File: config.mk
export PLATFORM = sky130hd
export DESIGN_NAME = racing_bus_master
export DESIGN_NICKNAME = d
export VERILOG_FILES = /design/src/rtl/racing_map_pkg.sv /design/src/rtl/racing_bus_master.sv
export SDC_FILE = /design/constraint.sdc
export NUM_CORES = 1
export LEC_CHECK = 0
export ABC_AREA = 1
export BUFFER_PORTS_ARGS = -buffer_cell sky130_fd_sc_hd__buf_2
export CAP_MARGIN = 20
export CELL_PAD_IN_SITES_DETAIL_PLACEMENT = 1
export CELL_PAD_IN_SITES_GLOBAL_PLACEMENT = 1
export CORE_MARGIN = 2
export CORE_UTILIZATION = 25
export DETAILED_ROUTE_END_ITERATION = 8
export PLACE_DENSITY = 0.48
export SYNTH_ARGS = -nofsm -noshare
export SYNTH_HDL_FRONTEND = slang
export SYNTH_SLANG_ARGS = --single-unit
File: constraint.sdc
create_clock -name clk -period 7.1 [get_ports clk]
set_input_delay 0.71 -clock clk [delete_from_list [all_inputs] [get_ports clk]]
set_output_delay 0.71 -clock clk [all_outputs]
set_load 0.005 [all_outputs]
File: src/rtl/racing_map_pkg.sv
// rtl/racing_map_pkg.sv - racing game memory map, flag bits and bus-master state encoding
package racing_map_pkg;

   localparam logic [7:0] RAM_PLAYER_X    = 8'h02;
   localparam logic [7:0] RAM_PLAYER_Y    = 8'h03;
   localparam logic [7:0] RAM_ENEMY_X     = 8'h04;
   localparam logic [7:0] RAM_ENEMY_Y     = 8'h05;
   localparam logic [7:0] RAM_ENEMY_DIR   = 8'h06;
   localparam logic [7:0] RAM_SPEED       = 8'h07;
   localparam logic [7:0] RAM_TRACKPOS_LO = 8'h08;
   localparam logic [7:0] RAM_TRACKPOS_HI = 8'h09;

   localparam logic [7:0] IO_VPOS  = 8'h41;
   localparam logic [7:0] IO_FLAGS = 8'h42;

   localparam int FLAG_HPADDLE   = 1;
   localparam int FLAG_VSYNC     = 4;
   localparam int FLAG_COLLISION = 5;

   localparam logic [2:0] INIT_LAST_IDX = 3'd5;

   typedef enum logic [4:0] {
      ST_INIT,
      ST_POLL_PAD,
      ST_RD_VPOS,
      ST_WR_PX,
      ST_VS_ON,
      ST_VS_OFF,
      ST_CHK_COLL,
      ST_WR_CSPD,
      ST_RD_SPD,
      ST_WR_SPD,
      ST_RD_TLO,
      ST_WR_TLO,
      ST_RD_THI,
      ST_WR_THI,
      ST_RD_EY,
      ST_WR_EY,
      ST_RD_EX,
      ST_RD_DIR,
      ST_WR_EX,
      ST_WR_DIR
   } state_e;

endpackage

File: src/rtl/racing_bus_master.sv
// rtl/racing_bus_master.sv - FSM bus initiator that runs the racing game frame update in place of the CPU
module racing_bus_master
   import racing_map_pkg::*;
#(
   parameter int INIT_X        = 128,
   parameter int INIT_PLAYER_Y = 180,
   parameter int COLLIDE_SPEED = 16
) (
   input  logic       clk,
   input  logic       reset,
   output logic [7:0] address,
   input  logic [7:0] data_in,
   output logic [7:0] data_out,
   output logic       write,
   output logic       frame_done
);

   state_e     state_q, state_d;
   logic [2:0] init_idx_q, init_idx_d;
   logic [7:0] acc_q, acc_d;
   logic [7:0] dir_q, dir_d;
   logic [3:0] spd16_q, spd16_d;
   logic       carry_q, carry_d;
   logic       frame_done_q, frame_done_d;

   logic [7:0] bus_addr;
   logic [7:0] bus_wdata;
   logic       bus_we;
   logic [8:0] sum9;
   logic [7:0] spd_next;

   always_ff @(posedge clk or posedge reset) begin
      if (reset) begin
         state_q      <= ST_INIT;
         init_idx_q   <= 3'd0;
         acc_q        <= 8'h00;
         dir_q        <= 8'h00;
         spd16_q      <= 4'h0;
         carry_q      <= 1'b0;
         frame_done_q <= 1'b0;
      end else begin
         state_q      <= state_d;
         init_idx_q   <= init_idx_d;
         acc_q        <= acc_d;
         dir_q        <= dir_d;
         spd16_q      <= spd16_d;
         carry_q      <= carry_d;
         frame_done_q <= frame_done_d;
      end
   end

   always_comb begin
      state_d      = state_q;
      init_idx_d   = init_idx_q;
      acc_d        = acc_q;
      dir_d        = dir_q;
      spd16_d      = spd16_q;
      carry_d      = carry_q;
      frame_done_d = 1'b0;
      bus_addr     = 8'h00;
      bus_wdata    = 8'h00;
      bus_we       = 1'b0;
      sum9         = 9'h000;
      spd_next     = 8'h00;

      case (state_q)
         ST_INIT: begin
            bus_we = 1'b1;
            case (init_idx_q)
               3'd0: begin bus_addr = RAM_PLAYER_X;  bus_wdata = 8'(INIT_X);        end
               3'd1: begin bus_addr = RAM_ENEMY_X;   bus_wdata = 8'(INIT_X);        end
               3'd2: begin bus_addr = RAM_ENEMY_Y;   bus_wdata = 8'(INIT_X);        end
               3'd3: begin bus_addr = RAM_PLAYER_Y;  bus_wdata = 8'(INIT_PLAYER_Y); end
               3'd4: begin bus_addr = RAM_SPEED;     bus_wdata = 8'h00;             end
               default: begin bus_addr = RAM_ENEMY_DIR; bus_wdata = 8'h01;          end
            endcase
            if (init_idx_q >= INIT_LAST_IDX) begin
               init_idx_d = 3'd0;
               state_d    = ST_POLL_PAD;
            end else begin
               init_idx_d = init_idx_q + 3'd1;
            end
         end
         ST_POLL_PAD: begin
            bus_addr = IO_FLAGS;
            if (data_in[FLAG_HPADDLE]) state_d = ST_RD_VPOS;
         end
         ST_RD_VPOS: begin
            bus_addr = IO_VPOS;
            acc_d    = data_in;
            state_d  = ST_WR_PX;
         end
         ST_WR_PX: begin
            bus_we    = 1'b1;
            bus_addr  = RAM_PLAYER_X;
            bus_wdata = acc_q;
            state_d   = ST_VS_ON;
         end
         ST_VS_ON: begin
            bus_addr = IO_FLAGS;
            if (data_in[FLAG_VSYNC]) state_d = ST_VS_OFF;
         end
         ST_VS_OFF: begin
            bus_addr = IO_FLAGS;
            if (!data_in[FLAG_VSYNC]) state_d = ST_CHK_COLL;
         end
         ST_CHK_COLL: begin
            bus_addr = IO_FLAGS;
            state_d  = data_in[FLAG_COLLISION] ? ST_WR_CSPD : ST_RD_SPD;
         end
         ST_WR_CSPD: begin
            bus_we    = 1'b1;
            bus_addr  = RAM_SPEED;
            bus_wdata = 8'(COLLIDE_SPEED);
            state_d   = ST_RD_SPD;
         end
         ST_RD_SPD: begin
            bus_addr = RAM_SPEED;
            spd_next = (data_in == 8'hFF) ? 8'hFF : data_in + 8'd1;
            acc_d    = spd_next;
            spd16_d  = spd_next[7:4];
            state_d  = ST_WR_SPD;
         end
         ST_WR_SPD: begin
            bus_we    = 1'b1;
            bus_addr  = RAM_SPEED;
            bus_wdata = acc_q;
            state_d   = ST_RD_TLO;
         end
         ST_RD_TLO: begin
            bus_addr = RAM_TRACKPOS_LO;
            sum9     = {1'b0, data_in} + {5'b00000, spd16_q};
            acc_d    = sum9[7:0];
            carry_d  = sum9[8];
            state_d  = ST_WR_TLO;
         end
         ST_WR_TLO: begin
            bus_we    = 1'b1;
            bus_addr  = RAM_TRACKPOS_LO;
            bus_wdata = acc_q;
            state_d   = carry_q ? ST_RD_THI : ST_RD_EY;
         end
         ST_RD_THI: begin
            bus_addr = RAM_TRACKPOS_HI;
            acc_d    = data_in + 8'd1;
            state_d  = ST_WR_THI;
         end
         ST_WR_THI: begin
            bus_we    = 1'b1;
            bus_addr  = RAM_TRACKPOS_HI;
            bus_wdata = acc_q;
            state_d   = ST_RD_EY;
         end
         ST_RD_EY: begin
            bus_addr = RAM_ENEMY_Y;
            acc_d    = data_in + {4'h0, spd16_q};
            state_d  = ST_WR_EY;
         end
         ST_WR_EY: begin
            bus_we    = 1'b1;
            bus_addr  = RAM_ENEMY_Y;
            bus_wdata = acc_q;
            state_d   = ST_RD_EX;
         end
         ST_RD_EX: begin
            bus_addr = RAM_ENEMY_X;
            acc_d    = data_in;
            state_d  = ST_RD_DIR;
         end
         ST_RD_DIR: begin
            // two's complement direction: plain 8-bit add moves left for 0xFF
            bus_addr = RAM_ENEMY_DIR;
            dir_d    = data_in;
            acc_d    = acc_q + data_in;
            state_d  = ST_WR_EX;
         end
         ST_WR_EX: begin
            bus_we    = 1'b1;
            bus_addr  = RAM_ENEMY_X;
            bus_wdata = acc_q;
            if (((acc_q - 8'd64) & 8'h7F) == 8'h00) begin
               state_d = ST_WR_DIR;
            end else begin
               frame_done_d = 1'b1;
               state_d      = ST_POLL_PAD;
            end
         end
         ST_WR_DIR: begin
            bus_we       = 1'b1;
            bus_addr     = RAM_ENEMY_DIR;
            bus_wdata    = 8'h00 - dir_q;
            frame_done_d = 1'b1;
            state_d      = ST_POLL_PAD;
         end
         default: begin
            state_d    = ST_INIT;
            init_idx_d = 3'd0;
         end
      endcase
   end

   // INIT decodes as a write state, so reset must mask the bus to keep it idle
   assign address    = reset ? 8'h00 : bus_addr;
   assign data_out   = reset ? 8'h00 : bus_wdata;
   assign write      = reset ? 1'b0  : bus_we;
   assign frame_done = frame_done_q;

endmodule

== Yosys cells after proc, flatten, opt, wreduce, memory -nomap -nowiden ==
Cells that the tools add are included.

* Flip-flop bits (word level): 30
* Bits of input ports: 10
* Output and inout bits: 18
* Logic and storage cells: 82

* Add/subtract/negate cells: 7
* Magnitude comparators: 1
* Equality and inequality tests: 28
* Mux-type cells: 22
* Reduce and logical (&&, ||, !) cells: 17

{| class="wikitable"
|+ Operator list
! kind !! count
|-
| one-hot mux 5 bit (20 select lines) || 1
|-
| one-hot mux 7 bit (10 select lines) || 1
|-
| one-hot mux 8 bit (6 select lines) || 1
|-
| == test 5 x 4 -> 1 bit, second input constant || 8
|-
| one-hot mux 8 bit (4 select lines) || 1
|-
| 2-to-1 mux 5 bit || 5
|-
| 2-to-1 mux 8 bit || 3
|-
| one-hot mux 8 bit (3 select lines) || 1
|-
| == test 5 x 3 -> 1 bit, second input constant || 4
|-
| == test 5 bit, second input constant || 4
|-
| OR reduction 19 bit || 1
|-
| one-hot mux 3 bit (5 select lines) || 1
|-
| OR reduction 2 bit || 6
|-
| == test 5 x 2 -> 1 bit, second input constant || 2
|-
| adder 8 x 4 -> 9 bit || 1
|-
| OR reduction 9 bit || 1
|-
| adder 8 x 1 -> 8 bit, second input constant || 1
|-
| adder 8 x 4 -> 8 bit || 1
|-
| adder 8 bit || 1
|-
| == test 8 bit, second input constant || 1
|-
| logical NOT 8 bit || 1
|-
| != test 2 bit, second input constant || 4
|-
| subtractor 1 x 8 -> 8 bit, first input constant || 1
|-
| subtractor 7 bit, second input constant || 1
|-
| other kinds (19) || 23
|}

== Depth between registers and ports, before layout ==
* Depth after elaboration: 5
* Mapped depth: 18
* Depth with buffers taken out: 17

== Worst setup path before layout ==
No wires, ideal clock.

* Kind: reg2reg
* Start point: reg state_q[1]
* End point: reg acc_q[4]
* Arrival time: 2.394 ns
* Data required time: 6.964 ns
* Setup slack: 4.570 ns
* Stages on the path, launching flop included: 18
* Buffers on the path: 1
* Clock period less this slack: 2.530 ns
* Cells stage by stage: dfrtp_1 inv_2 nand3_1 nor2_2 buf_2 inv_2 o21ai_0 ha_1 inv_1 fa_1 inv_1 nand3_1 nand2_1 nand2_1 nand3_1 o21ai_0 nor2_1 o211ai_2

* Cells in the longest elaborated chain, start to end: 3

{| class="wikitable"
|+ RTL lines
! element !! line !! text
|-
| start: declaration || racing_bus_master.sv:18 || <nowiki>state_e state_q, state_d;</nowiki>
|-
| start signal: assignment || racing_bus_master.sv:42 || <nowiki>state_q <= state_d;</nowiki>
|-
| == test 5 bit / == test 5 x 2 -> 1 bit (equally long branches) || racing_bus_master.sv:66 || <nowiki>case (state_q)</nowiki>
|-
| OR reduction 2 bit (no line) || n/a ||
|-
| one-hot mux 8 bit (6 select lines) / nonzero test 6 bit (equally long branches) || n/a ||
|-
| end signal: assignment || racing_bus_master.sv:36 || <nowiki>acc_q <= 8'h00;</nowiki>
|-
| end signal: assignment || racing_bus_master.sv:44 || <nowiki>acc_q <= acc_d;</nowiki>
|-
| end: declaration || racing_bus_master.sv:20 || <nowiki>logic [7:0] acc_q, acc_d;</nowiki>
|}

Several ways; a longest one is shown, not always the timed one.
A chain may end at the register's enable or synchronous reset.

== Worst setup path after layout ==
Same ends and word-level chain as after synthesis.

==> key figures <==
Timing
  – Setup violations, final: 0
  – Final Cycle Share: 0.466
  – Fin. Hold Viols: 0
  – RSZ-0062 raised after global routing: no
  – Actual slew at the worst max-slew pin: 0.936 ns
  – Slew Limit Fails: 0
  – Fin crit period: ~3.3 ns
  – Worst rel slew slack: 0.375
  – Final setup TNS: 0 ns
  – Layout Skew: roughly 0.011 ns
  – Fmax: 302 MHz

Power and ir drop
  – Clk pwr share: 0.170
  – P_int: 0.645 mW
  – Share of total power in combinational logic: 0.584
  – PD cells: ~370 nW/µm²
  – Psw: 0.691 mW
  – Switch share: 0.517
  – Reg power frac: 0.246
  – Leak: 1.90 nW
  – VDD IR max: approximately 0.10 mV
  – Tot Pwr: 1.34 mW

Clock tree
  – Clk slew on worst S/H paths: 0.06 ns
  – Htree depth: 2
  – Hold Buf Count CTS: 0
  – Clk_lat worst skew: 0.29 ns
  – Total CTS buffers: 5
  – CTS tree: yes
  – Root Buffer: clkbuf_16
  – CTS max path bufs: 2
  – Post-CTS Setup Bufs: 0
  – Resize count post-CTS: 0
  – Clock sinks: 30

Floorplan
  – CORE AREA: about 12000 µm²
  – Starting Density: 0.258
  – I/O pin cnt: 28
  – Rows: 40
  – Die area: roughly 13000 µm²
  – Die X: 116 µm
  – Die H: roughly 120 µm

Route
  – Routed len/inst: around 17 µm
  – Routed WL: 12200 µm
  – First-pass DRT Iterations: 4
  – Drt via density: around 4.7
  – Vias post-DR: roughly 3.3k
  – ANT nets after route: 0
  – DRC violations left: 0
  – DR iter-0 viols: 160

Synthesis
  – Count leader, synth: nand2_1
  – Post-synth top flop: dfrtp_1
  – Most common library cells after synthesis: nand2_1 (152), inv_1 (70), nand3_1 (54)
  – Post-synthesis cell type count: 35
  – Post-Synthesis Cells: 508
  – Sequential fraction of the synthesis area: 0.240
  – Synth top area share: 0.240
  – Yosys Warn Count: 0
  – Post-synth EDFFs: 0
  – Leading area contributor after synthesis: dfrtp_1
  – Mapped cell area: around 3100 µm²
  – Synthesized area per cell: 6.16 µm²
  – Synth Register Bits: 30
  – Largest cells by area after synthesis: dfrtp_1 (24%), nand2_1 (18%), nand3_1 (8.6%), inv_1 (8.4%), ha_1 (7.6%)
  – Synth async-reset ratio: 1.00

Final layout
  – Layout cell share with drive strength beyond 1: 0.123
  – Layout Nets: around 570
  – Area grow syn2layout: 14.4%
  – Fin util: 0.295
  – N_diodes: 0
  – Fin cells: 703
  – Design area: 3580 µm²

Critical path
  – Reg2reg path depth: 16
  – Reg2Reg Capture Point: acc_q[4]$_DFFE_PP0P_
  – Reg2reg start: state_q[1]$_DFFE_PP0P_
  – R2r setup slk: between 3 and 4 ns
  – Worst-path maximum fanout: 24
  – Max incr delay on CP: 0.73 ns
  – Worst Setup EP: acc_q[4]$_DFFE_PP0P_
  – Critical Path AT: 3.47 ns
  – Setup crit end kind: flip-flop
  – Setup CP Type: reg2reg
  – Critical Path, Cell by Cell: inv_2, nand3_1, nor2_2, inv_2, o21ai_0, ha_1, inv_1, fa_1, inv_1, nand3_1, nand2_1, nand2_1, nand3_1, o21ai_0, nor2_1, o211ai_2
  – Worst path slowest cell: nor2_2
  – Critical Path Source Type: flip-flop
  – Crit path required time: between 7 and 8 ns
  – Crit-path most repeated cell: nand3_1
  – Crit path from: state_q[1]$_DFFE_PP0P_

Placement
  – Final GP Congestion: 0.823
  – Area of placed instances: 3430 µm²
  – Placed Instances: between 600 and 700
  – DPL Wire Length: approximately 10000 µm
  – Port bufs: 24

Job
  – Max-Cap Viols: 0

Outcome
  – Status: finished clean

GRT
  – Largest net degree at the start of global routing: 34
  – Initial antenna violation count: 0
  – Via count of the first global-routing pass: 3545
  – Total gr overflow: 0
  – Global-route wire length before repair: 19900 µm
  – Gr usage total: 0.196

Min path
  – Worst hold start: carry_q$_DFFE_PP0P_
  – Worst min path class: reg2reg
## metal layers
metal | up-vias | share of wire | global-route usage
met1 | 1590 | 0.50 | 0.275
li1 | 1689 | - | -
met4 | 0 | 0.027 | 0.0675
met3 | 20 | 0.021 | 0.0235
met5 | - | 0 | 0
met2 | 39 | 0.45 | 0.313
## placed cells by master, fill, tap and decap left out, drive strengths merged
master    netlist  routed
nand2         157     157
inv            78      78
nand3          57      57
nor2           55      55
o21ai          34      34
dfrtp          30      30
a21oi          26      26
buf             5      25
ha             19      19
nand4          11      11
nor3            6       6
a31oi           6       6
clkbuf          3       6
xor2            4       4
or2             4       4
conb            1       3
o2111ai         2       2
nand3b          2       2
fa              2       2
xnor2           1       1
a211oi          1       1
o211ai          1       1
o22ai           1       1
a22oi           1       1
o41ai           1       1
clkinvlp        0       1
clkinv          0       1
## through the flow
| step | hold WS [ns] | setup slack, ns |
|---|---|---|
| after floorplan | 0.441 | 4.57 |
| after global placement | 0.501 | 3.93 |
| after detailed placement | 0.506 | 3.78 |
| after CTS | 0.522 | 3.74 |
| after global routing | 0.577 | 3.35 |
| final | 0.515 | 3.79 |
## worst max-delay path: cells and delay by family (launching register included)
| family | cells | cell delay (ns) |
|---|---|---|
| adder cells (fa/ha/maj) | 2 | 0.62 |
| flip-flops | 1 | 0.43 |
| AO/OA/AOI/OAI | 3 | 0.41 |
| AND/OR/NAND/NOR | 7 | 1.24 |
| buffers and inverters | 4 | 0.48 |
## final cells by class
| cell class | instances | area (µm²) |
|---|---|---|
| fill | 1589 | 8530 |
| clock buffer | 6 | 139 |
| clock inverter | 2 | 12.5 |
| multi-input combinational | 394 | 2050 |
| tap | 168 | 210 |
| sequential | 30 | 751 |
| timing repair buffer | 25 | 128 |
| inverter | 78 | 293 |
## power by group through the flow
stage	Combinational (mW)	Sequential, mW	Clock, mW
floorplan	0.560	0.298	0
global placement	0.786	0.331	0
detailed placement	0.789	0.332	0
CTS	0.793	0.329	0.234
global route	0.920	0.339	0.239
finish	0.781	0.329	0.227
## state kept, by name (all words and copies together) (netlist names)
signal	flops
acc_q	8
carry_q	1
dir_q	8
frame_done	1
init_idx_q	3
spd16_q	4
state_q	5
## cell families after synthesis
logic type | synth area share
simple gates | 0.421
buf+inv | 0.108
compound gates | 0.127
flops | 0.240
fa+ha+maj | 0.0888
xor+xnor | 0.0140
other cells | 0.00120
## worst min-delay path by stage
stage / to / slack [ns] / cells past startpoint
detailed placement: carry_q$_DFFE_PP0P_ / 0.51 / 2
global placement: carry_q$_DFFE_PP0P_ / 0.50 / 2
floorplan: carry_q$_DFFE_PP0P_ / 0.44 / 2
global route: carry_q$_DFFE_PP0P_ / 0.58 / 2
finish: carry_q$_DFFE_PP0P_ / 0.52 / 2
CTS: carry_q$_DFFE_PP0P_ / 0.52 / 2
(Power assumes the default switching activity.)
